### src/rtl/core_stream_pkg.sv
// Shared types and default parameters for the core stream adapter.
package core_stream_pkg;

  localparam int DEF_DATA_WIDTH   = 8;
  localparam int DEF_NUM_PIXELS   = 784;
  localparam int DEF_DIGIT_WIDTH  = 4;
  localparam int DEF_RESULT_DEPTH = 4;

  typedef enum logic {
    ST_IDLE   = 1'b0,
    ST_STREAM = 1'b1
  } stream_state_e;

endpackage

### src/rtl/core_result_fifo.sv
// Result queue: flop-based FIFO whose head is always visible on o_data.
// A push into a full queue succeeds only when a pop happens in the same cycle.
module core_result_fifo #(
  parameter int WIDTH = 4,
  parameter int DEPTH = 4
) (
  input  logic             clk,
  input  logic             rst,
  input  logic             i_push,
  input  logic [WIDTH-1:0] i_data,
  input  logic             i_pop,
  output logic [WIDTH-1:0] o_data,
  output logic             o_full,
  output logic             o_empty
);

  localparam int AW = $clog2(DEPTH);

  logic [DEPTH-1:0][WIDTH-1:0] r_mem;
  logic [AW-1:0]               r_wr;
  logic [AW-1:0]               r_rd;
  logic [AW:0]                 r_cnt;
  logic                        w_push;
  logic                        w_pop;

  assign o_full  = (r_cnt == (AW+1)'(DEPTH));
  assign o_empty = (r_cnt == '0);
  assign o_data  = r_mem[r_rd];
  assign w_pop   = i_pop && !o_empty;
  assign w_push  = i_push && (!o_full || w_pop);

  // Pointers wrap naturally because DEPTH is a power of two.
  always_ff @(posedge clk or posedge rst) begin
    if (rst) begin
      r_mem <= '0;
      r_wr  <= '0;
      r_rd  <= '0;
      r_cnt <= '0;
    end else begin
      if (w_push) begin
        r_mem[r_wr] <= i_data;
        r_wr        <= r_wr + AW'(1);
      end
      if (w_pop)
        r_rd <= r_rd + AW'(1);
      case ({w_push, w_pop})
        2'b10:   r_cnt <= r_cnt + (AW+1)'(1);
        2'b01:   r_cnt <= r_cnt - (AW+1)'(1);
        default: r_cnt <= r_cnt;
      endcase
    end
  end

endmodule

### src/rtl/core_stream_adapter.sv
// Streams pixel frames into a classifier core and queues its results, with
// credit-based frame admission. CORE_STREAM_FRAME_CHECK_EN adds s_last/err_frame.
module core_stream_adapter
  import core_stream_pkg::*;
#(
  parameter int DATA_WIDTH   = DEF_DATA_WIDTH,
  parameter int NUM_PIXELS   = DEF_NUM_PIXELS,
  parameter int DIGIT_WIDTH  = DEF_DIGIT_WIDTH,
  parameter int RESULT_DEPTH = DEF_RESULT_DEPTH
) (
  input  logic                   clk,
  input  logic                   rst,
  input  logic                   s_valid,
  output logic                   s_ready,
  input  logic [DATA_WIDTH-1:0]  s_pixel,
  output logic                   core_i_valid,
  output logic [DATA_WIDTH-1:0]  core_pixel,
  input  logic                   core_o_valid,
  input  logic [DIGIT_WIDTH-1:0] core_digit,
  output logic                   m_valid,
  input  logic                   m_ready,
  output logic [DIGIT_WIDTH-1:0] m_digit,
  output logic                   err_overflow
`ifdef CORE_STREAM_FRAME_CHECK_EN
  ,
  input  logic                   s_last,
  output logic                   err_frame
`endif
);

  localparam int CW = $clog2(RESULT_DEPTH + 1);
  localparam int PW = $clog2(NUM_PIXELS);
  localparam logic [CW-1:0] CRED_MAX = CW'(RESULT_DEPTH);
  localparam logic [PW-1:0] LAST_IDX = PW'(NUM_PIXELS - 1);

  stream_state_e   r_state;
  stream_state_e   w_state_nxt;
  logic [PW-1:0]   r_count;
  logic [CW-1:0]   r_credits;
  logic [CW-1:0]   w_credits_nxt;
  logic            w_accept;
  logic            w_start;
  logic            w_last;
  logic            w_pop;
  logic            w_full;
  logic            w_empty;

  assign w_accept = s_valid && s_ready;
  assign w_start  = w_accept && (r_state == ST_IDLE);
  assign w_last   = (r_count == LAST_IDX);
  assign m_valid  = !w_empty;
  assign w_pop    = m_valid && m_ready;

  always_ff @(posedge clk or posedge rst) begin
    if (rst) r_state <= ST_IDLE;
    else     r_state <= w_state_nxt;
  end

  // Admission depends only on registered state, so a pop can never open the
  // door in the same cycle it happens.
  always_comb begin
    w_state_nxt = r_state;
    s_ready     = 1'b0;
    case (r_state)
      ST_IDLE: begin
        s_ready = (r_credits != '0);
        if (s_valid && s_ready) w_state_nxt = ST_STREAM;
      end
      ST_STREAM: begin
        s_ready = 1'b1;
        if (s_valid && w_last) w_state_nxt = ST_IDLE;
      end
      default: w_state_nxt = ST_IDLE;
    endcase
  end

  always_ff @(posedge clk or posedge rst) begin
    if (rst)           r_count <= '0;
    else if (w_accept) r_count <= w_last ? '0 : r_count + PW'(1);
  end

  // Unsolicited results can be popped too; saturate rather than overshoot.
  always_comb begin
    w_credits_nxt = r_credits;
    if (w_start && !w_pop)
      w_credits_nxt = r_credits - CW'(1);
    else if (!w_start && w_pop && (r_credits != CRED_MAX))
      w_credits_nxt = r_credits + CW'(1);
  end

  always_ff @(posedge clk or posedge rst) begin
    if (rst) r_credits <= CRED_MAX;
    else     r_credits <= w_credits_nxt;
  end

  always_ff @(posedge clk or posedge rst) begin
    if (rst) begin
      core_i_valid <= 1'b0;
      core_pixel   <= '0;
    end else begin
      core_i_valid <= w_accept;
      if (w_accept) core_pixel <= s_pixel;
    end
  end

  core_result_fifo #(
    .WIDTH (DIGIT_WIDTH),
    .DEPTH (RESULT_DEPTH)
  ) u_result_fifo (
    .clk     (clk),
    .rst     (rst),
    .i_push  (core_o_valid),
    .i_data  (core_digit),
    .i_pop   (m_ready),
    .o_data  (m_digit),
    .o_full  (w_full),
    .o_empty (w_empty)
  );

  always_ff @(posedge clk or posedge rst) begin
    if (rst)                                  err_overflow <= 1'b0;
    else if (core_o_valid && w_full && !w_pop) err_overflow <= 1'b1;
  end

`ifdef CORE_STREAM_FRAME_CHECK_EN
  // Framing stays count-driven; s_last only feeds the sticky diagnostic.
  always_ff @(posedge clk or posedge rst) begin
    if (rst)                               err_frame <= 1'b0;
    else if (w_accept && (s_last != w_last)) err_frame <= 1'b1;
  end
`endif

endmodule

### config.mk
export PLATFORM = sky130hd
export DESIGN_NAME = core_stream_adapter
export DESIGN_NICKNAME = d
export VERILOG_FILES = /design/src/rtl/core_stream_pkg.sv /design/src/rtl/core_result_fifo.sv /design/src/rtl/core_stream_adapter.sv
export SDC_FILE = /design/constraint.sdc
export NUM_CORES = 1
export LEC_CHECK = 0
export ABC_CLOCK_PERIOD_IN_PS = 2200
export CORE_MARGIN = 2
export CORE_UTILIZATION = 50
export DETAILED_ROUTE_END_ITERATION = 10
export PLACE_DENSITY = 0.78
export SYNTH_ARGS = -nofsm -noshare
export SYNTH_HDL_FRONTEND = slang
export SYNTH_SLANG_ARGS = --single-unit
### constraint.sdc
create_clock -name clk -period 2.2 [get_ports clk]
set_input_delay 0.44 -clock clk [delete_from_list [all_inputs] [get_ports clk]]
set_output_delay 0.44 -clock clk [all_outputs]
set_load 0.02 [all_outputs]
Word-level counts from Yosys, hierarchy flattened
Index checks and enable logic that the tools add are counted.
{"block": "classes", "add_sub_neg": 7, "order_cmp": 3, "eq_ne": 5, "mux": 13, "n_bitwise": 1, "reduce_logical": 21}
{"operator": "16-bit bitwise mux", "n": 1}
{"operator": "1-bit logical AND", "n": 12}
{"operator": "10-bit by 1-bit adder with 10-bit output (second input constant)", "n": 1}
{"operator": "10-bit equality test (second input constant)", "n": 1}
{"operator": "10-bit two-way mux", "n": 1}
{"operator": "4-bit binary-select mux with 2-bit select", "n": 1}
{"operator": "4-bit demux with 2-bit select", "n": 1}
{"operator": "4-bit two-way mux", "n": 2}
{"operator": "3-bit by 1-bit adder with 3-bit output (second input constant)", "n": 2}
{"operator": "2-bit by 3-bit less-than comparator with 1-bit output (second input constant)", "n": 2}
{"operator": "3-bit two-way mux", "n": 2}
{"operator": "3-bit one-hot mux with 2 select lines", "n": 1}
{"operator": "3-bit by 1-bit subtractor with 3-bit output (second input constant)", "n": 2}
{"operator": "2-bit by 1-bit adder with 2-bit output (second input constant)", "n": 2}
{"operator": "1-bit logical NOT", "n": 4}
{"operator": "1-bit one-hot mux with 2 select lines", "n": 2}
{"operator": "2-bit nonzero test", "n": 2}
{"operator": "3-bit equality test (second input constant)", "n": 1}
{"operator": "3-bit logical NOT", "n": 1}
{"operator": "3-bit inequality test (second input constant)", "n": 1}
{"operator": "3-bit nonzero test", "n": 1}
{"operator": "2-bit by 1-bit equality test with 1-bit output (second input constant)", "n": 1}
{"operator": "2-bit equality test (second input constant)", "n": 1}
{"operator": "2-bit by 1-bit greater-or-equal comparator with 1-bit output (second input constant)", "n": 1}
{"operator": "3 further kinds", "n": 4}
{"block": "word_totals", "ff_bits": 47, "input_bits": 17, "output_inout_bits": 16, "word_cells": 63}

Longest topological paths before layout
{"block": "logic_depth", "word_depth": 9, "mapped_depth": 10}

Modules after synthesis
Synthesis repeated with hierarchy kept, for this count alone.
{"block": "hier_totals", "cells_unflattened": 213, "area_unflattened_um2": 2396.0}
{"mod": "core_stream_adapter", "n_inst": 1, "cells_per_inst": 124, "area_each_um2": 1199.9, "seq_area_each_um2": 601.8}
{"mod": "core_result_fifo", "n_inst": 1, "cells_per_inst": 89, "area_each_um2": 1196.1, "seq_area_each_um2": 575.6}

Least setup slack after synthesis
OpenSTA, ideal clock, no wires.
{"block": "synth_timing", "path_kind": "register to register", "startpoint": "reg u_result_fifo.r_cnt[0]", "endpoint": "reg r_credits[2]", "setup_time_ps": 79, "arrival_time_ps": 1989, "setup_slack_ps": 133, "path_stages_with_launch": 8, "n_path_buf": 1, "period_less_slack_ps": 2067, "path_cell_list": "dfrtp_1 > o31ai_1 > buf_4 > nand3_1 > fa_1 > or3_1 > a31oi_1 > nand2_1"}
{"block": "synth_via", "elab_chain_cells": 6}
{"element": "start, declared", "line_no": "core_result_fifo.sv:22", "rtl": "logic [AW:0] r_cnt;"}
{"element": "start signal, assigned", "line_no": "core_result_fifo.sv:47", "rtl": "2'b10: r_cnt <= r_cnt + (AW+1)'(1);"}
{"element": "start signal, assigned", "line_no": "core_result_fifo.sv:48", "rtl": "2'b01: r_cnt <= r_cnt - (AW+1)'(1);"}
{"element": "start signal, assigned", "line_no": "core_result_fifo.sv:49", "rtl": "default: r_cnt <= r_cnt;"}
{"element": "3-bit logical NOT (*)", "line_no": "core_result_fifo.sv:27", "rtl": "assign o_empty = (r_cnt == '0);"}
{"element": "1-bit logical NOT (*)", "line_no": "core_stream_adapter.sv:51", "rtl": "assign m_valid = !w_empty;"}
{"element": "1-bit logical AND (*)", "line_no": "core_stream_adapter.sv:52", "rtl": "assign w_pop = m_valid && m_ready;"}
{"element": "1-bit logical NOT or 1-bit logical AND (tied branches)", "line_no": "core_stream_adapter.sv:85, core_stream_adapter.sv:87"}
{"element": "1-bit logical AND (on tied branches)", "line_no": "core_stream_adapter.sv:85, core_stream_adapter.sv:87"}
{"element": "3-bit two-way mux or 2-bit nonzero test (tied branches)"}
{"element": "end signal, assigned", "line_no": "core_stream_adapter.sv:93", "rtl": "else r_credits <= w_credits_nxt;"}
{"element": "end, declared", "line_no": "core_stream_adapter.sv:39", "rtl": "logic [CW-1:0] r_credits;"}
Mark *: on every way between the ends. The rest lies on a longest branch, timed or not.
A chain may end at the register's enable or synchronous reset.

Worst setup path in the final report
{"block": "layout_timing", "startpoint": "in m_ready", "endpoint": "reg u_result_fifo.r_cnt[2]"}
{"block": "layout_via", "elab_chain_cells": 5}
{"element": "start, declared", "line_no": "core_stream_adapter.sv:21", "rtl": "input logic m_ready,"}
{"element": "1-bit logical AND (*)", "line_no": "core_result_fifo.sv:29", "rtl": "assign w_pop = i_pop && !o_empty;"}
{"element": "1-bit logical OR", "line_no": "core_result_fifo.sv:30", "rtl": "assign w_push = i_push && (!o_full || w_pop);"}
{"element": "1-bit logical AND", "line_no": "core_result_fifo.sv:30"}
{"element": "2-bit by 1-bit equality test with 1-bit output or 2-bit equality test (tied branches)", "line_no": "core_result_fifo.sv:46", "rtl": "case ({w_push, w_pop})"}
{"element": "3-bit one-hot mux with 2 select lines or 2-bit nonzero test (tied branches)"}
Marks and branches as above.

==> impl_metrics.json <==
{
  "outcome": "complete, no violations",
  "netlist_top_cells_count": "dfrtp_1, nand2_1, mux2_1",
  "antenna_found_initial": 0,
  "clock-root-buffer": "clkbuf_8",
  "pin_count": 33,
  "drv_slew": 0,
  "row_count": 24,
  "die_h_um": 72.4,
  "setup_violations": 0,
  "ant_nets": 0,
  "synth_nets": 229,
  "p_leak_nw": 1.28,
  "max_slew_margin": 0.466,
  "ys_async_sr_fraction": 1.00,
  "r2r-end": "u_result_fifo.r_cnt[2]$_DFFE_PP0P_",
  "r2r_slack_ps": 90,
  "holdBufCountCts": 0,
  "firstDrtPassIters": 4,
  "totalWireLength_um": 4390,
  "tightest_slew_ps": 798,
  "grt_first_pass_wirelength_um": 7390,
  "synth_cell_type_count": 46,
  "fin_crit_ps": 2160,
  "wl_per_cell_um": 14.4,
  "fin_nets": 276,
  "crit_top_cell": "xor2_1",
  "synthToLayoutAreaGrowth_pct": 25.3,
  "rr_startpoint": "u_result_fifo.r_cnt[0]$_DFFE_PP0P_",
  "reg2reg_depth": 10,
  "start_util": 0.526,
  "synth_top_area_frac": 0.492,
  "end_kind": "flop",
  "clk_pin_slew_ps": 90,
  "hpwl_um": 3110,
  "fp.dieArea_um2": 5240,
  "grt_use_total": 0.179,
  "skew_ps": 8.17,
  "numCtsBuffers": 5,
  "synth_flop_cell": "dfrtp_1",
  "layout.filler_cells": 367,
  "p_sw_w": 0.00124,
  "avgViaCountPerCell": 5.33,
  "comb_power_share": 0.388,
  "synth_area_um2": 2340,
  "core_um2": 4440,
  "yosys_warnings": 0,
  "dr.first_iter.drc_count": 86,
  "fmax_mhz": 462,
  "critical_path_class": "input pin to flop",
  "rsz0062_at_grt": "yes",
  "power_density_nw_per_um2": 1190,
  "clock_path_buffers": 2,
  "synth_edf_count": 0,
  "yosysTopAreaCell": "dfrtp_1",
  "cts_num_sinks": 47,
  "grt_max_degree": 22,
  "yosysSeqAreaShare": 0.503,
  "die_w_um": 72.4,
  "crit_fanout": 2,
  "cp.required_ps": 2420,
  "pwr-share-seq": 0.430,
  "drc": 0,
  "syn_inst": 204,
  "synth.area.top_cells": "dfrtp_1, mux2_1, nand2_1, mux4_2, xnor2_1",
  "grt_pass1_vias": 1707,
  "postLayoutCoreUtil": 0.660,
  "yosysMostFrequentCell": "dfrtp_1",
  "htreeDepth": 2,
  "drive_gt1_frac": 0.175,
  "avgSynthCellArea_um2": 11.5,
  "insertion_delay_ps": 300,
  "intPower_w": 0.00224,
  "gp_congestion": 0.784,
  "num_antenna_cells": 0,
  "ys_ff_latch": 47,
  "path_cells": "clkdlybuf4s50_1 -> nor4b_2 -> nor2b_1 -> inv_2 -> ha_1 -> inv_1 -> fa_1 -> xor2_1 -> nor2_1 -> xor2_1",
  "swShare": 0.355,
  "cts_tree": "built",
  "io_buffer_count": 32,
  "ir_drop_mv": 0.561,
  "vias": 1619,
  "min_path_type": "input pin to asynchronous set/reset pin",
  "critPathLaunchType": "input pin",
  "clkPwrFrac": 0.181,
  "fin_crit_sh": 0.984,
  "hold_ws_ps": 463,
  "power_w": 0.00348,
  "max_stage_delay_ps": 500,
  "arrival_ps": 2390,
  "drv_cap": 0,
  "worst_path_max_delay_cell": "clkdlybuf4s50_1",
  "grt_overflow": 0,
  "hold_viol": 0
}
## critical path: cells and delay by family
family | cells | cell delay, ps
AND/OR/NAND/NOR | 3 | 520
adder cells (fa/ha/maj) | 2 | 520
buffers and inverters | 3 | 600
XOR/XNOR | 2 | 310
## worst max-delay path by stage
stage	startpoint	end	slack, ps	cells after the start
finish	m_ready	u_result_fifo.r_cnt[2]$_DFFE_PP0P_	40	10
CTS	u_result_fifo.r_cnt[2]$_DFFE_PP0P_	m_valid	5	3
floorplan	u_result_fifo.r_cnt[0]$_DFFE_PP0P_	r_credits[2]$_DFFE_PP1P_	130	7
global route	m_ready	u_result_fifo.r_cnt[2]$_DFFE_PP0P_	-60	10
global placement	m_ready	u_result_fifo.r_cnt[2]$_DFFE_PP0P_	-130	10
detailed placement	m_ready	r_credits[2]$_DFFE_PP1P_	-210	7
## cell usage in the layout (no fill, tap or decap), types with 3 or more instances in the layout
cell,n
mux2_1,16
ha_1,6
o21ai_1,5
mux4_2,4
buf_4,14
xnor2_1,10
nand3_1,9
nor2_1,7
nand2_2,4
clkdlybuf4s50_1,26
clkbuf_8,5
a21oi_1,3
nor2b_1,3
dfrtp_1,45
nand2_1,33
inv_2,4
dlygate4sd2_1,5
inv_1,7
or3_1,3
o21ai_0,5
## per-layer routing
metal  vias to the layer above  GRT usage  share of wire
li1                        801          -              -
met1                       785      0.223           0.47
met2                        26      0.311           0.49
met3                         7     0.0292          0.026
met4                         0     0.0700          0.014
met5                         -          0              0
## per-stage QoR
stage	area (µm²)	setup slack, ps	std cells	TNS, ps
2_1_floorplan	2340	133	204	0
5_1_grt	2930	-60.4	304	-60.4
3_5_place_dp	2800	-207	295	-481
3_3_place_gp	2800	-132	295	-257
6_report	2930	35.2	304	0
4_1_cts	2920	4.54	304	0
## registers in the layout (all words and copies together), names as in the netlist
| name | flops |
|---|---|
| r_state | 1 |
| r_count | 10 |
| core_i_valid | 1 |
| u_result_fifo.r_wr | 2 |
| core_pixel | 8 |
| u_result_fifo.r_rd | 2 |
| err_overflow | 1 |
| u_result_fifo.r_cnt | 3 |
| r_credits | 3 |
| u_result_fifo.r_mem | 16 |
## power groups by stage
stage	Clock [W]	Sequential (W)	Combinational, W
2_1_floorplan	0	0.00143	0.000965
3_3_place_gp	0	0.00148	0.00135
3_5_place_dp	0	0.00150	0.00139
4_1_cts	0.000652	0.00149	0.00136
5_1_grt	0.000685	0.00155	0.00148
6_report	0.000631	0.00150	0.00135
## area by class of cell
cell class,count,area [µm²],area share
timing repair buffer,47,442,0.151
clock buffer,5,68.8,0.0235
tap,52,65.1,0.0222
clock inverter,3,43.8,0.0149
multi-input combinational,139,1090,0.373
sequential,47,1180,0.402
inverter,11,41.3,0.0141
## logic make-up after synthesis
logic type      Yosys count  share of synthesized area
compound gates           26                     0.0791
xor+xnor                 12                     0.0449
fa+ha+maj                 8                     0.0492
buf+inv                  18                     0.0358
flops                    47                      0.503
mux                      21                      0.120
simple gates             72                      0.168
## what timing repair did
action                     CTS  global route
setup buffers                1             0
gates resized for setup      7             2
setup endpoints to repair    6             2
Power figures use the tool's default switching activity.
